===== src/rtl/seq_arb_pkg.sv =====
// Shared types and default detector constants for the sequence-detect arbiter.
package seq_arb_pkg;

   typedef enum logic [1:0] {
      IDLE   = 2'd0,
      GRANT  = 2'd1,
      RUN    = 2'd2,
      REPORT = 2'd3
   } state_t;

   localparam int                   DEF_PAT_W   = 4;
   localparam logic [DEF_PAT_W-1:0] DEF_PATTERN = 4'b0110;

endpackage


===== src/rtl/seq_det_core.sv =====
// Bit-serial overlapping pattern detector with saturating match count and registered z.
module seq_det_core
   import seq_arb_pkg::*;
#(
   parameter int               PAT_W   = DEF_PAT_W,
   parameter logic [PAT_W-1:0] PATTERN = DEF_PATTERN,
   parameter int               CNT_W   = 8
) (
   input  logic             clk,
   input  logic             clr,
   input  logic             clear_i,
   input  logic             en_i,
   input  logic             bit_i,
   output logic             z_o,
   output logic [CNT_W-1:0] cnt_d_o
);

   localparam int               FILL_W   = $clog2(PAT_W);
   localparam logic [FILL_W-1:0] FILL_MAX = FILL_W'(PAT_W - 1);
   localparam logic [CNT_W-1:0]  CNT_MAX  = '1;

   logic [PAT_W-2:0]  sr_q;
   logic [FILL_W-1:0] fill_q;
   logic              z_q;
   logic [CNT_W-1:0]  cnt_q;
   logic [CNT_W-1:0]  cnt_d;
   logic [PAT_W-1:0]  win;
   logic              hit;

   // Window is the stored history with the incoming bit appended as the newest (LSB).
   assign win = {sr_q, bit_i};
   assign hit = en_i && (fill_q == FILL_MAX) && (win == PATTERN);

   always_comb begin
      cnt_d = cnt_q;
      if (clear_i) begin
         cnt_d = '0;
      end else if (hit && (cnt_q != CNT_MAX)) begin
         cnt_d = cnt_q + CNT_W'(1);
      end
   end

   always_ff @(posedge clk) begin
      if (!clr || clear_i) begin
         sr_q   <= '0;
         fill_q <= '0;
         z_q    <= 1'b0;
         cnt_q  <= '0;
      end else begin
         z_q   <= hit;
         cnt_q <= cnt_d;
         if (en_i) begin
            sr_q <= win[PAT_W-2:0];
            if (fill_q != FILL_MAX) begin
               fill_q <= fill_q + FILL_W'(1);
            end
         end
      end
   end

   assign z_o     = z_q;
   assign cnt_d_o = cnt_d;

endmodule


===== src/rtl/seq_det_arbiter.sv =====
// Round-robin sharing of one serial pattern detector among N_REQ requesters.
// Define SEQ_ARB_ABORT_EN to let a requester abort its frame by dropping req.
module seq_det_arbiter
   import seq_arb_pkg::*;
#(
   parameter int               N_REQ   = 4,
   parameter int               PAT_W   = DEF_PAT_W,
   parameter logic [PAT_W-1:0] PATTERN = DEF_PATTERN,
   parameter int               LEN_W   = 8,
   parameter int               CNT_W   = 8,
   localparam int              ID_W    = $clog2(N_REQ)
) (
   input  logic                   clk,
   input  logic                   clr,
   input  logic [N_REQ-1:0]       req,
   input  logic [N_REQ*LEN_W-1:0] len,
   input  logic [N_REQ-1:0]       bit_in,
   output logic [N_REQ-1:0]       gnt,
   output logic                   busy,
   output logic                   z,
   output logic                   done,
   output logic [ID_W-1:0]        done_id,
   output logic [CNT_W-1:0]       match_cnt,
`ifdef SEQ_ARB_ABORT_EN
   output logic                   aborted,
`endif
   output state_t                 dbg_state
);

   state_t           state_q;
   logic [ID_W-1:0]  id_q, ptr_q, pick, pick_j;
   logic [LEN_W-1:0] rem_q, len_sel;
   logic [N_REQ-1:0] gnt_q, pick_oh;
   logic             busy_q, done_q;
   logic [ID_W-1:0]  done_id_q;
   logic [CNT_W-1:0] match_cnt_q, cnt_d;
   logic             abort_now, sample_en, det_clear;

   // Scan from the farthest offset down so the closest set req to ptr_q wins.
   always_comb begin
      pick   = ptr_q;
      pick_j = '0;
      for (int k = N_REQ - 1; k >= 0; k--) begin
         pick_j = ID_W'((int'(ptr_q) + k) % N_REQ);
         if (req[pick_j]) pick = pick_j;
      end
   end

   assign pick_oh = {{(N_REQ-1){1'b0}}, 1'b1} << pick;
   assign len_sel = len[int'(id_q) * LEN_W +: LEN_W];

`ifdef SEQ_ARB_ABORT_EN
   logic aborted_q;
   assign abort_now = (state_q == RUN) && !req[id_q];
   assign aborted   = aborted_q;
`else
   assign abort_now = 1'b0;
`endif

   assign sample_en = (state_q == RUN) && !abort_now;
   assign det_clear = (state_q == GRANT);

   seq_det_core #(
      .PAT_W   (PAT_W),
      .PATTERN (PATTERN),
      .CNT_W   (CNT_W)
   ) u_core (
      .clk     (clk),
      .clr     (clr),
      .clear_i (det_clear),
      .en_i    (sample_en),
      .bit_i   (bit_in[id_q]),
      .z_o     (z),
      .cnt_d_o (cnt_d)
   );

   always_ff @(posedge clk) begin
      if (!clr) begin
         state_q     <= IDLE;
         id_q        <= '0;
         ptr_q       <= '0;
         rem_q       <= '0;
         gnt_q       <= '0;
         busy_q      <= 1'b0;
         done_q      <= 1'b0;
         done_id_q   <= '0;
         match_cnt_q <= '0;
`ifdef SEQ_ARB_ABORT_EN
         aborted_q   <= 1'b0;
`endif
      end else begin
         done_q <= 1'b0;
         case (state_q)
            IDLE: begin
               if (|req) begin
                  state_q <= GRANT;
                  id_q    <= pick;
                  gnt_q   <= pick_oh;
                  busy_q  <= 1'b1;
               end
            end
            GRANT: begin
               rem_q <= len_sel;
               ptr_q <= (id_q == ID_W'(N_REQ - 1)) ? '0 : id_q + ID_W'(1);
               if (len_sel == '0) begin
                  state_q     <= REPORT;
                  gnt_q       <= '0;
                  done_q      <= 1'b1;
                  done_id_q   <= id_q;
                  match_cnt_q <= cnt_d;
`ifdef SEQ_ARB_ABORT_EN
                  aborted_q   <= 1'b0;
`endif
               end else begin
                  state_q <= RUN;
               end
            end
            RUN: begin
               rem_q <= rem_q - LEN_W'(1);
               // cnt_d already includes a match on the bit sampled this cycle.
               if (abort_now || (rem_q == LEN_W'(1))) begin
                  state_q     <= REPORT;
                  gnt_q       <= '0;
                  done_q      <= 1'b1;
                  done_id_q   <= id_q;
                  match_cnt_q <= cnt_d;
`ifdef SEQ_ARB_ABORT_EN
                  aborted_q   <= abort_now;
`endif
               end
            end
            REPORT: begin
               state_q <= IDLE;
               busy_q  <= 1'b0;
            end
            default: state_q <= IDLE;
         endcase
      end
   end

   assign gnt       = gnt_q;
   assign busy      = busy_q;
   assign done      = done_q;
   assign done_id   = done_id_q;
   assign match_cnt = match_cnt_q;
   assign dbg_state = state_q;

endmodule


===== config.mk =====
export PLATFORM = sky130hd
export DESIGN_NAME = seq_det_arbiter
export DESIGN_NICKNAME = d
export VERILOG_FILES = /design/src/rtl/seq_arb_pkg.sv /design/src/rtl/seq_det_core.sv /design/src/rtl/seq_det_arbiter.sv
export SDC_FILE = /design/constraint.sdc
export NUM_CORES = 1
export LEC_CHECK = 0
export ABC_AREA = 1
export CAP_MARGIN = 5
export CORE_MARGIN = 3
export CORE_UTILIZATION = 50
export DETAILED_ROUTE_END_ITERATION = 6
export PLACE_DENSITY = 0.77
export SLEW_MARGIN = 30
export SYNTH_ARGS = -nofsm -noshare
export SYNTH_HDL_FRONTEND = slang
export SYNTH_SLANG_ARGS = --single-unit

===== constraint.sdc =====
create_clock -name clk -period 5.4 [get_ports clk]
set_clock_uncertainty 0.2 [all_clocks]
set_input_delay 0.81 -clock clk [delete_from_list [all_inputs] [get_ports clk]]
set_output_delay 0.81 -clock clk [all_outputs]
set_load 0.005 [all_outputs]

## Word-level counts from Yosys, hierarchy flattened

Index checks and enable logic that the tools add are counted.

| word-level totals | value |
|---|---|
| flip-flop bits (word level) | 44 |
| bits of input ports | 42 |
| logic and storage cells | 93 |

| cells by class | value |
|---|---|
| $add $sub $neg | 7 |
| $lt $le $gt $ge | 5 |
| equal/unequal tests | 12 |
| shifts and indexed selects | 2 |
| mux-type cells | 37 |
| reduce and logical (&&, ||, !) cells | 17 |

Operator list:

| cell | number |
|---|---|
| two-way mux 8 bit | 4 |
| case mux 8 bit (2 select lines) | 2 |
| variable part select 32 x 6 -> 8 bit | 1 |
| two-way mux 2 bit | 9 |
| < comparator 2 x 3 -> 1 bit, second input constant | 5 |
| two-way mux 4 bit | 3 |
| case mux 4 bit (3 select lines) | 1 |
| binary-select mux 1 bit (select 2 bit) | 5 |
| two-way mux 1 bit | 9 |
| adder 8 x 1 -> 8 bit, second input constant | 1 |
| equality test 2 bit, second input constant | 4 |
| equality test 8 x 1 -> 1 bit, second input constant | 1 |
| zero test 8 bit | 1 |
| != test 2 bit, second input constant | 4 |
| != test 8 bit, second input constant | 1 |
| case mux 2 bit (4 select lines) | 1 |
| AND reduction 2 bit | 4 |
| subtractor 8 x 1 -> 8 bit, second input constant | 1 |
| adder 2 x 1 -> 2 bit, second input constant | 3 |
| adder 2 bit, second input constant | 2 |
| equality test 4 x 3 -> 1 bit, second input constant | 1 |
| case mux 1 bit (2 select lines) | 2 |
| case mux 2 bit (2 select lines) | 1 |
| AND reduction 4 bit | 1 |
| other kinds (10) | 13 |

## Logic depth before layout (Yosys ltp)

Gate-level depths: netlist of the first run.

| logic depth | value |
|---|---|
| depth in word-level cells | 10 |
| gate-level depth with buffers | 15 |
| depth with buffers taken out | 13 |

## Hierarchy

From an unflattened synthesis of the first run, not the netlist that was laid out.

| unflattened totals | value |
|---|---|
| cell total of the unflattened synthesis | 427 |
| area total of the unflattened synthesis | 2,790.2 um^2 |

Modules (own cells, without submodules):

| module | instances | cells an instance | area each (um^2) |
|---|---|---|---|
| seq_det_arbiter | 1 | 304 | 1,940.6 |
| seq_det_core | 1 | 123 | 849.6 |

## Least setup slack after synthesis of the first run

Ideal clock, no wire load.

| timing path | value |
|---|---|
| path type | input to register |
| from | input len[8] |
| to | register match_cnt_q[3] (netlist: match_cnt[3]) |
| setup time | 0.116 ns |
| arrival time | 1.641 ns |
| slack | 3.443 ns |
| stages on the path | 12 |
| cells stage by stage | nand2_1 > nand3_1 > nand2_1 > nand2_1 > nor2_1 > nand2_1 > nand2_2 > nand2_4 > inv_6 > buf_8 > o21ai_2 > nor2_2 |

| between the ends | value |
|---|---|
| word-level cells in the longest chain between the ends | 4 |

RTL lines:

| what | RTL line | RTL |
|---|---|---|
| from (decl) | seq_det_arbiter.sv:16 | `input logic [N_REQ*LEN_W-1:0] len,` |
| variable part select 32 x 6 -> 8 bit | seq_det_arbiter.sv:50 | `assign len_sel = len[int'(id_q) * LEN_W +: LEN_W];` |
| zero test 8 bit | seq_det_arbiter.sv:105 | `if (len_sel == '0) begin` |
| != test 2 bit (no source line) | - |  |
| AND reduction 3 bit (no source line) | - |  |
| to (signal assigned) | seq_det_arbiter.sv:110 | `match_cnt_q <= cnt_d;` |
| to (signal assigned) | seq_det_arbiter.sv:126 | `match_cnt_q <= cnt_d;` |
| to (decl) | seq_det_arbiter.sv:36 | `logic [CNT_W-1:0] match_cnt_q, cnt_d;` |

No other way between the ends.
A chain may end at the register's enable or synchronous reset.

==> results of run 1 <==
==> worst reg2reg max path: cells and delay by family (launching register included) <==
family | cells | cell delay [ps]
buffers and inverters | 2 | 340
adder cells (fa/ha/maj) | 1 | 550
flip-flops | 1 | 390
AO/OA/AOI/OAI | 2 | 210
AND/OR/NAND/NOR | 5 | 800
==> flip-flops by register name, summed over array words and instances, names as in the netlist <==
register       cells
busy               1
dbg_state          2
done               1
done_id            2
gnt                4
id_q               2
match_cnt          8
ptr_q              2
rem_q              8
u_core.cnt_q       8
u_core.fill_q      2
u_core.sr_q        3
u_core.z_o         1
==> worst max-delay path by stage <==
stage	from	endpoint	slack [ps]
2_1_floorplan	len[8]	match_cnt[3]	3440
3_3_place_gp	clr	ptr_q[0]	1950
3_5_place_dp	clr	ptr_q[0]	1940
4_1_cts	clr	ptr_q[0]	2230
5_1_grt	clr	u_core.sr_q[1]	2030
6_report	clr	ptr_q[0]	2210
==> report_power, final <==
part	total (mW)	switching, mW	internal, mW
combinational	0.976	0.589	0.386
sequential	0.531	0.105	0.427
clock	0.267	0.116	0.151
==> cells by family (layout without fill, tap and decap cells) <==
family	Yosys count	in the layout	share of synthesized area, %
buffers and inverters	53	107	9.48
AOI/OAI and AO/OA	81	81	17.4
DFF	44	44	33.7
xor gates and xnor gates	5	5	1.68
and+or+nand+nor	202	202	32.9
adders and majority gates	10	10	4.79
==> through the flow <==
stage	hold slack, ps	instance area [um2]	power, mW	setup slack, ps	instances
floorplan	241	2610	1.25	3440	395
global placement	252	3200	1.48	1950	508
detailed placement	257	3200	1.50	1940	508
CTS	268	3320	1.78	2230	516
global route	290	3320	1.95	2030	516
finish	265	3320	1.77	2210	516
==> synthesized netlist by cell type (2+ instances only) <==
library cell	count	area share [%]
ha_1	10	4.8
clkbuf_1	5	0.72
o21ai_0	29	5.6
nor2_2	2	0.48
nor3_1	3	0.57
o211ai_1	2	0.57
o21bai_1	2	0.57
clkinv_1	3	0.43
dfxtp_1	44	34
buf_6	3	1.3
inv_1	33	4.7
nand2_1	123	18
nand3_1	38	7.3
buf_2	3	0.57
nor2_1	26	3.7
nand4_1	4	0.96
nand2_4	2	0.86
o21ai_2	2	0.67
a21oi_1	36	6.9
xor2_1	4	1.3
o21a_1	3	0.86
==> final cells by class <==
cell class	instances	area [um2]
Multi-Input combinational cell	298	1480
Clock inverter	2	38.8
Sequential cell	44	881
Tap cell	67	83.8
Fill cell	471	1560
Timing Repair Buffer	60	601
Inverter	39	154
Clock buffer	6	82.6
==> metal layers <==
| layer | track usage [%] | wire length, um | up-vias | share of wire [%] |
|---|---|---|---|---|
| li1 | - | - | 1404 | - |
| met1 | 30.9 | 3330 | 1171 | 50 |
| met2 | 34.9 | 2810 | 76 | 42 |
| met3 | 5.39 | 422 | 8 | 6.3 |
| met4 | 7.69 | 87 | 0 | 1.3 |
| met5 | 0 | 0 | - | 0 |
==> metrics.md, run 1 <==
| Metric | Value |
|---|---|
| Initial Util | 53.5% |
| Max_cap viols | 0 |
| Fin Setup TNS | 0 ps |
| DRC viols | 0 |
| Avg Inst Size Synth | 6.61 um2 |
| Layout cells sized above 1 | 4.68% |
| Hpwl dp | 4850 um |
| CP endpoint kind | flop |
| # port buffers | 60 |
| Max FO, Critical Path | 20 |
| Initial antenna violation count | 0 |
| Via density | 5.15 |
| Die H | 78.3 um |
| CORE AREA | 0.00488 mm2 |
| Gates resized, CTS repair | 0 |
| Largest net degree at the start of global routing | 22 |
| Synth Instances | 395 |
| Crit-path cells | clkdlybuf4s50_1 > clkinv_1 > nor2_1 > inv_1 > o32ai_1 |
| DR iter-0 viols | 220 |
| Row Count | 25 |
| Post-route clock period utilization | 59.1% |
| Final core utilization | 68.1% |
| RSZ-0062 raised after global routing | false |
| Overflow after GRT | 0 |
| # setup viols final | 0 |
| Crit Path Category | input pin to flop |
| Number of stages on the worst setup path | 5 |
| Commonest non-fill, non-tap cell in the layout | nand2_1 |
| Slew @ Worst Pin | 780 ps |
| Mapped cell area | 0.00261 mm2 |
| Worst skew pair latency | 300 ps |
| Final nets | 500 |
| Routed WL per cell | 12.9 um |
| Hold Crit Class | flop to flop |
| H-tree depth | 2 |
| Via count | 2659 |
| Hold_sp | gnt[1] |
| CTS tree | yes |
| Crit-path max cell delay | 980 ps |
| Reg2Reg Setup Slack | 2840 ps |
| Critical Path Start Type | input pin |
| GRT Total Usage | 22.6% |
| Final WL | 6650 um |
| ANT nets after route | 0 |
| CTS Sinks | 44 |
| Vias in the first global route | 2427 |
| Hold Path Stages | 2 |
| Main flop type after synthesis | dfxtp_1 |
| Hold_buf cts | 0 |
| Worst R2R Start | dbg_state[0] |
| Initial DRT Pass Iterations | 4 |
| Status | finished clean |
| Total number of yosys warnings | 0 |
| GPL Wtd Cong | 0.810 |
| Post-synth ARST share | 0% |
| Reg-to-Reg End | match_cnt[2] |
| Hold Fails Final Rpt | 0 |
| Pleak | 1.47 nW |
| Commonest cells after routing, fill and taps aside | nand2_1, clkdlybuf4s50_1, dfxtp_1, nand3_1, a21oi_1 |
| Pwr/cell area | 534 mW/mm2 |
| R2R cell count | 10 |
| Hold EP | gnt[1] |
| Max clock buf depth | 2 |
| Clock slew at reported path FFs | 80 ps |
| Netlist cell types | 39 |
| Final min period | 3190 ps |
| Synth-to-Final Area Change | 27.3% |
| Critical path's top delay family | buffers and inverters |
| Syn Nets | 447 |
| Die X-Extent | 78.3 um |
| Cts bufs inserted | 5 |
| # diodes | 0 |
| Die area | 0.00613 mm2 |
| Yosys reg bits | 44 |
| WP buf/inv | 3 |
| Max-slew headroom at the worst pin | 47.8% |
| Final Slew Violations | 0 |
| Arr. time, crit path | 3200 ps |
| Root Buffer | clkbuf_8 |
| Slowest CP cell | clkdlybuf4s50_1 |
| First-pass GRT wire length | 11200 um |
| Max Fclk | 0.313 GHz |
| I/O pin cnt | 61 |
| Seq/Total Area, Yosys | 33.7% |
| Max IR drop VDD | 0.000252 V |
| WP data required | 5410 ps |
| Setup bufs post-CTS | 0 |
| EDFF count, synth | 0 |
Note: power is estimated with default switching activity, not from simulation.
==> run 2, diff against run 1 <==
==> constraint.sdc (replaced) <==
create_clock -name clk -period 3 [get_ports clk]
set_clock_uncertainty 0.2 [all_clocks]
set_input_delay 0.45 -clock clk [delete_from_list [all_inputs] [get_ports clk]]
set_output_delay 0.45 -clock clk [all_outputs]
set_load 0.005 [all_outputs]
==> metrics.md, run 2 (synthesis gave the netlist of run 1 again) <==
| Metric | Value |
|---|---|
| Status | finished clean |
| Internal Power | 1.67 mW (+74%) |
| Critical path's top delay family | simple AND/OR/NAND/NOR gates |
| Die area | 0.00613 mm2 (unchanged) |
| CP endpoint kind | flop |
| Largest net degree at the start of global routing | 22 (unchanged) |
| WP buf/inv | 3 (unchanged) |
| CORE AREA | 0.00488 mm2 (unchanged) |
| Sequential Power Share | 28.7% (-1.2 points) |
| Pwr/cell area | 937 mW/mm2 (+76%) |
| Synth-to-Final Area Change | 27.6% |
| # setup viols final | 0 (unchanged) |
| Sw power | 1.45 mW (+79%) |
| Fillers | 445 (-5.5%) |
| Final nets | 505 (+1.0%) |
| Footprint of the multi-input gates | 0.00148 mm2 (unchanged) |
| DR iter-0 viols | 134 (-39%) |
| Pleak | 1.47 nW (+0.57%) |
| Crit Path Category | flop to flop |
| Clock Power Share | 12.5% (-2.6 points) |
| Final min period | 2190 ps |
| Max Fclk | 0.457 GHz |
| Max-slew headroom at the worst pin | 74.3% (+27 points) |
| Row Count | 25 (unchanged) |
| Max clock buf depth | 2 (unchanged) |
| CTS Sinks | 44 (unchanged) |
| CTS tree | yes |
| Sw Ratio | 46.4% (+0.78 points) |
| ANT nets after route | 0 (unchanged) |
| RSZ-0062 raised after global routing | false |
| Commonest cells after routing, fill and taps aside | nand2_1, clkdlybuf4s50_1, dfxtp_1, nand3_1, a21oi_1 |
| Hold Crit Class | flop to flop |
| Slew @ Worst Pin | 385 ps (-395 ps) |
| Final WL | 6610 um (-0.53%) |
| Overflow after GRT | 0 (unchanged) |
| Vias in the first global route | 2433 (+0.25%) |
| Initial Util | 53.5% (unchanged) |
| Finished Layout Cells | 521 (+0.97%) |
| Post-route clock period utilization | 72.9% |
| Combinational share of power | 58.8% (+3.8 points) |
| # port buffers | 60 (unchanged) |
| Final Slew Violations | 0 (unchanged) |
| First-pass GRT wire length | 11400 um (+1.3%) |
| Root Buffer | clkbuf_8 |
| Max IR drop VDD | 0.000561 V (+120%) |
| Via density | 5.19 (+0.68%) |
| DRC viols | 0 (unchanged) |
| Commonest non-fill, non-tap cell in the layout | nand2_1 |
| Sequential cell area | 881 um2 (unchanged) |
| Cts bufs inserted | 5 (unchanged) |
| Via count | 2703 (+1.7%) |
| Gates resized, CTS repair | 0 (unchanged) |
| H-tree depth | 2 (unchanged) |
| Max FO, Critical Path | 18 (-10%) |
| Initial antenna violation count | 0 (unchanged) |
| Die X-Extent | 78.3 um (unchanged) |
| Slowest CP cell | clkinv_1 |
| GPL Wtd Cong | 0.812 (+0.28%) |
| Hold_buf cts | 0 (unchanged) |
| Critical Path Start Type | flop |
| Hold Fails Final Rpt | 0 (unchanged) |
| CP most frequent cell | nand2_1 |
| Fin Setup TNS | 0 ps (unchanged) |
| I/O pin cnt | 61 (unchanged) |
| # diodes | 0 (unchanged) |
| Arr. time, crit path | 2170 ps (-1030 ps) |
| Initial DRT Pass Iterations | 4 (unchanged) |
| Routed WL per cell | 12.7 um (-1.5%) |
| WP data required | 2980 ps (-2430 ps) |
| Die H | 78.3 um (unchanged) |
| Setup bufs post-CTS | 0 (unchanged) |
| Worst skew pair latency | 300 ps (about the same) |
| Hpwl dp | 4970 um (+2.5%) |
| Crit-path max cell delay | 330 ps (-650 ps) |
| Inst Count DP | 513 (+0.98%) |
| Clock slew at reported path FFs | 80 ps (about the same) |
| Crit-path cells | buf_4 > clkinv_1 > nand3_1 > nand2_1 > nand2_1 > nor2_1 > nand2_1 > nand2_2 > nand2_4 > inv_6 > o21ai_0 > a21oi_1 |
| Layout cells sized above 1 | 5.51% (+0.83 points) |
| GRT Total Usage | 22.9% (+0.29 points) |
| Max_cap viols | 0 (unchanged) |
-- run 2: changes by cell type in the layout (fill, tap and decap cells not counted) --
| cell | change |
|---|---|
| buf_4 | +5 |
| clkinvlp_4 | +1 |
| clkbuf_1 | +1 |
| bufinv_16 | -1 |
| clkinv_4 | -1 |
-- run 2: tightest hold or removal path: cells and delay by family, from the launching register on --
| kind | cells | cell delay (ps) |
|---|---|---|
| flops | 1 | 320 |
| simple gates | 1 | 60 |
| compound gates | 1 | 50 |
-- run 2: path summary, 6_finish.rpt --
check / startpoint / cells after the start / slack, ps / end
hold / removal: gnt[1] / 2 / 270 / gnt[1]
setup / recovery: id_q[1] / 12 / 810 / done_id[1]
hold reg to reg: gnt[1] / 2 / 270 / gnt[1]
setup reg to reg: id_q[1] / 12 / 810 / done_id[1]
-- run 2: power groups by stage --
stage	Combinational, mW	Sequential [mW]	Clock (mW)
after CTS	1.84	0.895	0.398
after detailed placement	1.83	0.907	0
after floorplan	1.35	0.887	0
after global routing	2.09	0.921	0.426
after global placement	1.80	0.902	0
final	1.84	0.896	0.391
-- run 2: cell type report --
class	count	area share (%)
multi-input cells	298	44.5
flip-flops and latches	44	26.4
repair buffers	65	19.1
clock buffers	7	2.59
well taps	67	2.51
inverters	39	4.62
clock inverters	1	0.225
-- run 2: routing by layer --
metal  wire (um)  GRT usage [%]  up-vias
met5           0              0        -
met4          60           6.12        0
met3         363           4.59        7
met2        2900           36.6       67
met1        3290           31.6     1213
li1            -              -     1416
-- run 2: metrics by stage --
stage	total power, mW	hold slack [ps]	worst slack, ps	cell area (um2)	util (%)
floorplan	2.24	241	1090	2610	-
global placement	2.70	257	802	3240	66.4
detailed placement	2.74	261	728	3240	66.4
CTS	3.13	275	798	3330	68.3
global route	3.43	287	521	3330	68.3
finish	3.12	272	812	3330	68.3
==> run 3, diff against run 2 <==
--- a/config.mk
+++ b/config.mk
@@ -8,9 +8,9 @@
 export ABC_AREA = 1
 export CAP_MARGIN = 5
 export CORE_MARGIN = 3
-export CORE_UTILIZATION = 50
+export CORE_UTILIZATION = 45
 export DETAILED_ROUTE_END_ITERATION = 6
-export PLACE_DENSITY = 0.77
+export PLACE_DENSITY = 0.73
 export SLEW_MARGIN = 30
 export SYNTH_ARGS = -nofsm -noshare
 export SYNTH_HDL_FRONTEND = slang
==> constraint.sdc (replaced) <==
create_clock -name clk -period 1.75 [get_ports clk]
set_clock_uncertainty 0.2 [all_clocks]
set_input_delay 0.2625 -clock clk [delete_from_list [all_inputs] [get_ports clk]]
set_output_delay 0.2625 -clock clk [all_outputs]
set_load 0.005 [all_outputs]
==> metrics.md, run 3 (synthesis gave the netlist of run 1 again) <==
| Metric | Value |
|---|---|
| Crit Path Category | flop to flop |
| Internal Power | 4.21 mW (+150%) |
| Via density | 5.53 (+6.7%) |
| Final min period | 1970 ps (-220 ps) |
| WP data required | 1790 ps (-1190 ps) |
| Final nets | 580 (+15%) |
| Slew @ Worst Pin | 304 ps (-80.9 ps) |
| I/O pin cnt | 61 (unchanged) |
| Initial antenna violation count | 0 (unchanged) |
| Max FO, Critical Path | 6 (-12) |
| Clock slew at reported path FFs | 90 ps (about the same) |
| Setup ws final | -218 ps (-1030 ps) |
| Crit-path max cell delay | 390 ps (+60 ps) |
| Synth-to-Final Area Change | 70.9% |
| Final Slew Violations | 0 (unchanged) |
| Hold Path Stages | 2 (unchanged) |
| DRC viols | 0 (unchanged) |
| CTS Sinks | 44 (unchanged) |
| Combinational share of power | 68.3% (+9.5 points) |
| Hold_buf cts | 0 (unchanged) |
| Hold Fails Final Rpt | 0 (unchanged) |
| Slowest CP cell | dfxtp_4 |
| # port buffers | 60 (unchanged) |
| Fin Setup TNS | -3470 ps (-3470 ps) |
| Max clock buf depth | 2 (unchanged) |
| Commonest cells after routing, fill and taps aside | nand2_1, buf_4, clkdlybuf4s50_1, dfxtp_1, nand2_2 |
| RSZ-0062 raised after global routing | true |
| Overflow after GRT | 0 (unchanged) |
| Largest net degree at the start of global routing | 20 (-9.1%) |
| Final hold slack | 267 ps (-4.62 ps) |
| Die area | 0.00676 mm2 (+10%) |
| Cts bufs inserted | 5 (unchanged) |
| Hold Crit Class | flop to flop |
| Crit-path cells | buf_12 > buf_16 > nand2_2 > nand3_2 > nand2_2 > nand2_2 > nor2_2 > nand2_2 > nand2_4 > nand2_8 > inv_8 > o21ai_0 > a21oi_1 |
| Worst skew pair latency | 310 ps (about the same) |
| Number of stages on the worst setup path | 13 (+1) |
| Final core utilization | 80.1% (+12 points) |
| Initial DRT Pass Iterations | 6 (+2) |
| Vias in the first global route | 2892 (+19%) |
| ANT nets after route | 0 (unchanged) |
| Pleak | 2.00 nW (+35%) |
| Via count | 3326 (+23%) |
| Hpwl dp | 5570 um (+12%) |
| Initial Util | 46.9% (-6.7 points) |
| First-pass GRT wire length | 13100 um (+15%) |
| Critical path's top delay family | simple AND/OR/NAND/NOR gates |
| Status | complete, but fails checks |
| Finished Layout Cells | 601 (+15%) |
| # diodes | 0 (unchanged) |
| WP buf/inv | 3 (unchanged) |
| CTS tree | yes |
| Critical Path Start Type | flop |
| Footprint of the multi-input gates | 0.00190 mm2 (+28%) |
| CP most frequent cell | nand2_2 |
| Sw power | 3.48 mW (+140%) |
| Inst Count DP | 562 (+9.6%) |
| Die H | 82.2 um (+5.0%) |
| Sequential Power Share | 21.4% (-7.3 points) |
| Post-Place Cell Area | 0.00363 mm2 (+12%) |
| Max_cap viols | 0 (unchanged) |
| Layout cells sized above 1 | 38.4% (+33 points) |
| Max-slew headroom at the worst pin | 79.6% (+5.3 points) |
| H-tree depth | 2 (unchanged) |
| Sw Ratio | 45.3% (-1.1 points) |
| Max IR drop VDD | 0.00123 V (+120%) |
| Commonest non-fill, non-tap cell in the layout | nand2_1 |
| GRT Total Usage | 24.8% (+1.9 points) |
| Sequential cell area | 898 um2 (+2.0%) |
| # setup viols final | 24 (+24) |
| Pwr/cell area | 1720 mW/mm2 (+84%) |
| Failing checks | setup timing |
| Die X-Extent | 82.2 um (+5.0%) |
| DR iter-0 viols | 189 (+41%) |
| Arr. time, crit path | 2010 ps (-160 ps) |
| Root Buffer | clkbuf_8 |
| CP endpoint kind | flop |
| Post-route clock period utilization | 112% (+40 points) |
| GPL Wtd Cong | 0.879 (+8.1%) |
| Max Fclk | 0.508 GHz (+11%) |
| R2R cell count | 13 (+1) |
| Final WL | 9800 um (+48%) |
| Fillers | 361 (-19%) |
| Routed WL per cell | 16.3 um (+28%) |
| Clock Power Share | 10.3% (-2.2 points) |
| CORE AREA | 0.00557 mm2 (+14%) |
| Design Area, Final | 0.00447 mm2 (+34%) |
| Row Count | 27 (+8.0%) |
==> run 3: area by class of cell <==
class                      count  share of cell area [%]
multi-input combinational    298                    42.4
timing repair buffer         135                    28.0
sequential                    44                    20.1
inverter                      39                    4.09
tap                           72                    2.02
clock buffer                   6                    1.63
timing repair inverter         5                   0.953
clock inverter                 2                   0.785
==> run 3: worst reg2reg max path: cells and delay by family (launching register included) <==
| kind | cells | cell delay (ps) |
|---|---|---|
| buf+inv | 3 | 380 |
| compound gates | 2 | 190 |
| flops | 1 | 390 |
| simple gates | 8 | 730 |
==> run 3: stage by stage <==
stage	total power [mW]	setup WS, ps
final	7.69	-218
after global routing	8.20	-260
after CTS	6.66	-108
after detailed placement	5.37	-329
after global placement	5.30	-231
after floorplan	3.91	3.80
==> run 3: final timing paths <==
| path | startpoint | end | slack [ps] |
|---|---|---|---|
| setup / recovery | id_q[0] | match_cnt[2] | -220 |
| hold / removal | u_core.sr_q[1] | u_core.sr_q[1] | 270 |
| setup reg to reg | id_q[0] | match_cnt[2] | -220 |
| hold reg to reg | u_core.sr_q[1] | u_core.sr_q[1] | 270 |
==> run 3: routing by layer <==
| layer | wire length [um] | vias to the layer above | global-route usage (%) |
|---|---|---|---|
| li1 | - | 1571 | - |
| met1 | 3840 | 1578 | 30.8 |
| met2 | 5090 | 144 | 43.7 |
| met3 | 567 | 33 | 3.58 |
| met4 | 308 | 0 | 8.31 |
| met5 | 0 | - | 0 |
==> run 3: timing repair <==
| item | in CTS | in global routing |
|---|---|---|
| gates cloned | 4 | 3 |
| pin swaps | 9 | 39 |
| endpoints found under the hold margin | 0 | 0 |
| gates resized for setup | 38 | 113 |
| setup endpoints to repair | 26 | 41 |
| setup buffers | 8 | 21 |
==> run 3: power by group through the flow <==
stage | Combinational (mW) | Clock, mW | Sequential [mW]
final | 5.26 | 0.793 | 1.65
after global routing | 5.70 | 0.821 | 1.68
after CTS | 4.26 | 0.786 | 1.62
after detailed placement | 3.78 | 0 | 1.59
after global placement | 3.72 | 0 | 1.58
after floorplan | 2.37 | 0 | 1.54
